===== src/rtl/fact_pkg.sv =====
// Shared types and default widths for the factorial engine.
// Imported by the control FSM and the datapath.
package fact_pkg;

  localparam int DATA_WIDTH_DEF = 32;
  localparam int N_WIDTH_DEF    = 4;

  typedef enum logic [1:0] {
    ST_IDLE = 2'd0,
    ST_MULT = 2'd1,
    ST_DONE = 2'd2
  } state_t;

endpackage


===== src/rtl/fact_dp.sv =====
// Factorial datapath: down-counter, product register with
// load/feedback select, and sticky overflow detection.
module fact_dp
  import fact_pkg::*;
#(
  parameter int DATA_WIDTH = DATA_WIDTH_DEF,
  parameter int N_WIDTH    = N_WIDTH_DEF
) (
  input  logic                  clk,
  input  logic                  rst_n,
  input  logic                  load,
  input  logic                  step,
  input  logic [N_WIDTH-1:0]    n,
  output logic [N_WIDTH-1:0]    cnt,
  output logic [DATA_WIDTH-1:0] product,
  output logic                  overflow
);

  localparam int FW = 2 * DATA_WIDTH;

  logic [FW-1:0] full;

  assign full = FW'(product) * FW'(cnt);

  always_ff @(posedge clk) begin
    if (!rst_n) begin
      cnt      <= '0;
      product  <= '0;
      overflow <= 1'b0;
    end else if (load) begin
      cnt      <= n;
      product  <= DATA_WIDTH'(1);
      overflow <= 1'b0;
    end else if (step) begin
      cnt      <= cnt - N_WIDTH'(1);
      product  <= full[DATA_WIDTH-1:0];
      // any bit above the product width means truncation happened
      overflow <= overflow | (|full[FW-1:DATA_WIDTH]);
    end
  end

endmodule


===== src/rtl/fact_ctrl.sv =====
// Iterative factorial engine: go/done handshake, one multiply
// per clock, sequencing FSM driving the datapath strobes.
module fact_ctrl
  import fact_pkg::*;
#(
  parameter int DATA_WIDTH = DATA_WIDTH_DEF,
  parameter int N_WIDTH    = N_WIDTH_DEF
) (
  input  logic                  clk,
  input  logic                  rst_n,
  input  logic                  go,
  input  logic [N_WIDTH-1:0]    n,
  output logic                  busy,
  output logic                  done,
  output logic [DATA_WIDTH-1:0] result,
  output logic                  overflow
);

  state_t             state;
  logic [N_WIDTH-1:0] cnt;
  logic               load;
  logic               step;

  assign load = (state == ST_IDLE) && go;
  assign step = (state == ST_MULT);

  fact_dp #(
    .DATA_WIDTH(DATA_WIDTH),
    .N_WIDTH   (N_WIDTH)
  ) u_dp (
    .clk     (clk),
    .rst_n   (rst_n),
    .load    (load),
    .step    (step),
    .n       (n),
    .cnt     (cnt),
    .product (result),
    .overflow(overflow)
  );

  // busy/done are registered alongside the state they decode
  always_ff @(posedge clk) begin
    if (!rst_n) begin
      state <= ST_IDLE;
      busy  <= 1'b0;
      done  <= 1'b0;
    end else begin
      case (state)
        ST_IDLE: begin
          if (go) begin
            busy <= 1'b1;
            if (n > N_WIDTH'(1)) begin
              state <= ST_MULT;
              done  <= 1'b0;
            end else begin
              state <= ST_DONE;
              done  <= 1'b1;
            end
          end
        end
        ST_MULT: begin
          if (cnt == N_WIDTH'(2)) begin
            state <= ST_DONE;
            done  <= 1'b1;
          end
        end
        ST_DONE: begin
          state <= ST_IDLE;
          busy  <= 1'b0;
          done  <= 1'b0;
        end
        default: begin
          state <= ST_IDLE;
          busy  <= 1'b0;
          done  <= 1'b0;
        end
      endcase
    end
  end

endmodule


===== config.mk =====
export PLATFORM = sky130hd
export DESIGN_NAME = fact_ctrl
export DESIGN_NICKNAME = d
export VERILOG_FILES = /design/src/rtl/fact_pkg.sv /design/src/rtl/fact_dp.sv /design/src/rtl/fact_ctrl.sv
export SDC_FILE = /design/constraint.sdc
export NUM_CORES = 1
export LEC_CHECK = 0
export CORE_MARGIN = 2
export CORE_UTILIZATION = 61
export CTS_CLUSTER_SIZE = 30
export DETAILED_ROUTE_END_ITERATION = 12
export GPL_TIMING_DRIVEN = 0
export PLACE_DENSITY = 0.83
export SYNTH_ARGS = -nofsm -noshare
export SYNTH_HDL_FRONTEND = slang
export SYNTH_SLANG_ARGS = --single-unit

===== constraint.sdc =====
create_clock -name clk -period 12.91 [get_ports clk]
set_input_delay 3.873 -clock clk [delete_from_list [all_inputs] [get_ports clk]]
set_output_delay 3.873 -clock clk [all_outputs]
set_load 0.01 [all_outputs]

==> flow_summary.toml, run 1 <==
[timing]
whs_ns = 0.498
worst_pin_slew_ns = 0.735
period_share_pct = 44.8
finalSetupTns_ns = 0
hold_viol = 0
fin_crit_ns = 5.79
report.final.slew_viol_count = 0
clock.fmax_mhz = 173
slew_headroom_pct = 51.0
final-setup-viol-count = 0
fin_ws_ns = 7.12
rsz0062_at_grt = "false"
finClkSkew_ns = 0.0133

[global_route]
grt_max_degree = 13
grt_pass1_wl_mm = 25.3
use_met1_pct = 41.9
grt_antenna_before_repair = 0
grt_pass1_vias = 5333
grtUsageMet2_pct = 53.0
grt_use_total_pct = 31.4
grt.busiest_layer = "met2"
grtUsageMet3_pct = 3.68
grt_overflow_total = 0

[routing]
wl_per_cell_um = 16.4
vias = 5314
drt_first_pass_iters = 5
route.detailed.drc = 0
avgViaCountPerCell = 5.79
antenna_left = 0
wirelength_mm = 15.0
drt_iter0_markers = 323

[cells_and_area]
diodes = 0
area_growth_pct = 11.6
drive_above_1_share_pct = 2.36
mostFrequentLayoutCells = "inv_1 (122), nand2_1 (109), and2_1 (97), a21oi_1 (64), fa_1 (60)"
fin_cells = 917
mostFrequentLayoutCell = "inv_1"
fin_nets = 914

[min_path]
whs_endpoint = "busy$_SDFFE_PN0P_"
hold_depth = 2
hp-class = "reg -> reg"
worstHoldStart = "busy$_SDFFE_PN0P_"

[synth]
synth_top_area_share_pct = 21.0
avgSynthCellArea_um2 = 7.54
synthDistinctLibCells = 49
synth.cell_area_um2 = 5720
synth-seq-cells = 40
async_reset_ff_share_pct = 0
synth_nets = 867
synth_area_leaders = "fa_1 (21%), dfxtp_1 (14%), and2_1 (11%)"
ys_warn_count = 0
synthCells = 758
synth_seq_area_share_pct = 14.0
synth_ff_type = "dfxtp_1"
yosysTopAreaCell = "fa_1"
synth_edf_count = 0

[clock_network]
cts_buffers = 5
ctsLongestPathBuffers = 2
post_cts_buffers = 0
ctsResizeCount = 0
clockRootBuffer = "clkbuf_8"
clk_pin_slew_ns = 0.10
cts.sinks = 40
cts.htree.levels = 2
hold_buffers = 0
cts_tree = "done"
worstSkewPairLatency_ns = 0.31

[floorplanning]
fp.dieArea_um2 = 10200
die_y_um = 101
die_x_um = 101
fp-row-count = 35
start_util_pct = 62.4
pin_count = 42
fp.coreArea_um2 = 9150

[power_and_ir_drop]
seq_power_share_pct = 41.0
power_switching_uw = 107
switching_share_pct = 33.6
power_density_nw_per_um2 = 49.7
power.internal_uw = 211
p_leak_nw = 3.00
finalPower_uw = 317
ir_worst_vdd_mv = 0.0590
combPwrFrac_pct = 20.8
p_clk_share_pct = 38.2

[placed_design]
portBuffers = 40
dp_hpwl_mm = 11.8
dp_cells = 909
place.gp.congestion = 0.914
pre_cts_ws_ns = 6.86

[setup_path]
startpoint_type = "primary input"
rrSetupSlack_ns = 7.51
crit_path_max_fanout = 10
r2r-start = "u_dp.cnt[1]$_SDFFE_PN0P_"
r2r.worst_path.cells = 17
reg2reg_to = "u_dp.overflow$_SDFFE_PP0P_"
slowest_delay_ns = 0.54
crit_path_end_kind = "register"
critPathKind = "in -> reg"
crit_arrival_ns = 5.96
crit_required_ns = 13.09
crit_chain = "clkdlybuf4s50_1 > nand2_1 > nand2_1 > clkbuf_1 > buf_1 > a21oi_1"
worst_path_max_delay_cell = "clkbuf_1"
crit_path_frequent_cell = "nand2_1"

[run]
max_cap_viol_count = 0

[outcome]
status = "finished clean"
-- cell type report --
cell class | instances | area, um2
Inverter | 122 | 458
Fill cell | 799 | 2770
Buffer | 32 | 120
Sequential cell | 40 | 801
Timing Repair Buffer | 40 | 400
Clock buffer | 7 | 96.3
Tap cell | 111 | 139
Multi-Input combinational cell | 564 | 4340
Clock inverter | 1 | 30.0
-- layer usage --
layer  share of wire [%]  vias to the layer above
met5                   0                        -
met4                 3.0                        0
met3                 6.3                       46
met2                  48                      203
met1                  42                     2557
li1                    -                     2508
-- Yosys cell counts, drive strengths merged (3+ instances only) --
cell type and number:
nand2 109, nor2b 4, a21boi 5, a31oi 6
nor2 28, o31ai 5, xnor2 19, o21bai 6
buf 3, nand4 3, a21oi 67, and2 97
o21a 7, o21ai 19, o211ai 5, fa 60
nand3 13, and3 3, xor2 6, clkbuf 29
a211oi 4, nor3 13, ha 42, nand2b 7
mux2i 3, inv 122, a21o 13, dfxtp 40
-- metrics by stage --
stage,util (%),instance area [um2]
6_report,69.7,6380
5_1_grt,69.7,6380
4_1_cts,69.7,6380
3_5_place_dp,68.3,6250
3_3_place_gp,68.3,6250
2_1_floorplan,-,5720
-- power groups by stage --
stage / clock, mW / sequential, mW / combinational (mW)
2_1_floorplan: 0 / 0.133 / 0.0352
3_5_place_dp: 0 / 0.133 / 0.0640
5_1_grt: 0.124 / 0.131 / 0.0708
3_3_place_gp: 0 / 0.133 / 0.0621
4_1_cts: 0.120 / 0.130 / 0.0642
6_report: 0.121 / 0.130 / 0.0660
-- critical path, delay by kind of cell --
family	cells	cell delay, ns
buffers and inverters	3	1.56
AND/OR/NAND/NOR	2	0.43
AO/OA/AOI/OAI	1	0.09
-- cells by family (layout without fill, tap and decap cells) --
logic type	Yosys count	after routing	synth area share (%)
simple gates	285	285	24.9
buf+inv	154	202	10.1
mux	3	3	0.525
flops	40	40	14.0
compound gates	149	149	16.4
fa+ha+maj	102	102	30.2
xor+xnor	25	25	3.83
-- registers in the layout, indices dropped and copies added (netlist names) --
| register | count |
|---|---|
| u_dp.cnt | 4 |
| done | 1 |
| busy | 1 |
| u_dp.product | 32 |
| u_dp.overflow | 1 |
| state | 1 |
-- worst max-delay path by stage --
stage	cells after the start	from	end	slack, ns
2_1_floorplan	5	rst_n	u_dp.product[12]$_SDFFE_PP0P_	7.99
3_3_place_gp	6	go	u_dp.product[2]$_SDFFE_PP0P_	6.88
3_5_place_dp	6	go	u_dp.product[29]$_SDFFE_PP0P_	6.86
4_1_cts	6	go	u_dp.product[29]$_SDFFE_PP0P_	7.18
5_1_grt	6	go	u_dp.product[7]$_SDFFE_PP0P_	7.02
6_report	6	go	u_dp.product[29]$_SDFFE_PP0P_	7.12
No activity file was read; power rests on OpenSTA's default activity.
==> run 2: changes to the inputs <==
==> constraint.sdc (replaced) <==
create_clock -name clk -period 5.6 [get_ports clk]
set_input_delay 1.68 -clock clk [delete_from_list [all_inputs] [get_ports clk]]
set_output_delay 1.68 -clock clk [all_outputs]
set_load 0.01 [all_outputs]
==> run 2 against run 1 <==
  * Final area is essentially flat
  * Clock power rose by 130%
  * Utilization about the same
  * Die area is the same
  * Sequential share of layout area about the same
  * First-iteration DRC count decreased by 5.3%
==> flow_summary.toml, run 2 (synthesized netlist as in run 1, its figures left out) <==
[global_route]
grt_max_degree = 13
grt_pass1_wl_mm = 25.3
grt_use_total_pct = 31.4
grt_antenna_before_repair = 0
grt_overflow_total = 0
grt_pass1_vias = 5333

[cells_and_area]
mostFrequentLayoutCells = "inv_1 (122), nand2_1 (109), and2_1 (97), a21oi_1 (64), fa_1 (60)"
diodes = 0
fin_nets = 914
largest_reg_flops = 32
top_register = "u_dp.product"
area_growth_pct = 11.7
drive_above_1_share_pct = 2.61
mostFrequentLayoutCell = "inv_1"
reg.largest.list = "u_dp.product: 32 flops, u_dp.cnt: 4 flops"

[clock_network]
clockRootBuffer = "clkbuf_8"
hold_buffers = 0
cts_buffers = 5
worstSkewPairLatency_ns = 0.30
cts.htree.levels = 2
ctsLongestPathBuffers = 2
ctsResizeCount = 0
post_cts_buffers = 0
cts_tree = "done"
clk_pin_slew_ns = 0.09
cts.sinks = 40

[setup_path]
crit_required_ns = 5.79
crit_chain = "clkbuf_1 > clkbuf_2 > nand2_1 > fa_1 > inv_1 > fa_1 > ha_1 > a211oi_1 > o21a_1 > a21oi_1 > o31ai_1 > nand2_1 > a221oi_1 > nor2b_1 > o22ai_1 > xnor2_1 > a21oi_1"
startpoint_type = "register"
startpoint = "u_dp.cnt[1]$_SDFFE_PN0P_"
r2r-start = "u_dp.cnt[1]$_SDFFE_PN0P_"
reg2reg_to = "u_dp.overflow$_SDFFE_PP0P_"
crit_path_end_kind = "register"
worst_path_max_delay_cell = "fa_1"
cp_top_family = "compound AO/OA/AOI/OAI gates"
rrSetupSlack_ns = 0.43
path_buf_inv = 3
crit_arrival_ns = 5.36
r2r.worst_path.cells = 17
crit_path_max_fanout = 10
slowest_delay_ns = 0.51
critPathKind = "reg -> reg"

[timing]
final-setup-viol-count = 0
fin_crit_ns = 5.17
hold_viol = 0
rsz0062_at_grt = "false"
finalSetupTns_ns = 0
period_share_pct = 92.3
report.final.slew_viol_count = 0
finClkSkew_ns = 0.00982
slew_headroom_pct = 51.0
clock.fmax_mhz = 193
worst_pin_slew_ns = 0.735

[power_and_ir_drop]
ir_worst_vdd_mv = 0.136
combPwrFrac_pct = 20.8
power_density_nw_per_um2 = 114
switching_share_pct = 33.5
p_leak_nw = 3.01
seq_power_share_pct = 41.1
power.internal_uw = 486
p_clk_share_pct = 38.1
finalPower_uw = 731
power_switching_uw = 245

[run]
max_cap_viol_count = 0

[routing]
wirelength_mm = 15.0
antenna_left = 0
route.detailed.drc = 0
wl_per_cell_um = 16.3
vias = 5302
drt_iter0_markers = 306
drt_first_pass_iters = 6
avgViaCountPerCell = 5.78

[floorplanning]
start_util_pct = 62.4
fp.dieArea_um2 = 10200
fp-row-count = 35
die_x_um = 101
fp.coreArea_um2 = 9150
die_y_um = 101
pin_count = 42

[min_path]
hp-class = "reg -> reg"
worstHoldStart = "busy$_SDFFE_PN0P_"
whs_endpoint = "busy$_SDFFE_PN0P_"
hold_depth = 2

[placed_design]
place.gp.congestion = 0.914
dp_hpwl_mm = 11.8
portBuffers = 40

[outcome]
status = "finished clean"
-- run 2: cell counts in the layout (fill, tap and decap cells not counted) --
Identical to the previous run, type by type.
-- run 2: routing by layer --
metal / up-vias / part of all wire, % / global-route usage [%]
met1: 2547 / 42 / 41.9
li1: 2505 / - / -
met2: 200 / 48 / 53.0
met5: - / 0 / 0
met4: 0 / 3.1 / 10.3
met3: 50 / 6.5 / 3.68
-- run 2: worst max path at each step --
stage          depth (start not counted)                            end
2_1_floorplan                         18  u_dp.product[22]$_SDFFE_PP0P_
3_3_place_gp                          17     u_dp.overflow$_SDFFE_PP0P_
3_5_place_dp                          17     u_dp.overflow$_SDFFE_PP0P_
4_1_cts                               17     u_dp.overflow$_SDFFE_PP0P_
5_1_grt                               17     u_dp.overflow$_SDFFE_PP0P_
6_report                              17     u_dp.overflow$_SDFFE_PP0P_
-- run 2: area by class of cell --
cell class              instances  area, um2
fillers                       798       2770
flip-flops and latches         40        801
clock buffers                   7       96.3
repair buffers                 40        400
inverters                     122        458
well taps                     111        139
multi-input cells             564       4340
plain buffers                  32        123
clock inverters                 1       30.0
-- run 2: worst min-delay path, cell delays in order, from the launching register on --
cell      delay [ns]
dfxtp_1         0.32
nand2b_1        0.06
a21boi_0        0.07
-- run 2: stage by stage --
step                      cell area [um2]  instances  hold WS [ns]  util [%]  worst slack (ns)
after floorplan                      5720        758         0.501         -              1.40
after global placement               6250        909         0.477      68.3             0.467
after detailed placement             6250        909         0.484      68.3             0.314
after CTS                            6380        917         0.501      69.7             0.294
after global routing                 6380        917         0.512      69.7            0.0126
final                                6380        917         0.498      69.7             0.430
-- run 2: power groups by stage --
stage | clock network, mW | logic, mW | registers, mW
after floorplan | 0 | 0.0810 | 0.306
after global placement | 0 | 0.143 | 0.306
after detailed placement | 0 | 0.148 | 0.307
after CTS | 0.277 | 0.148 | 0.300
after global routing | 0.285 | 0.164 | 0.301
final | 0.278 | 0.152 | 0.300
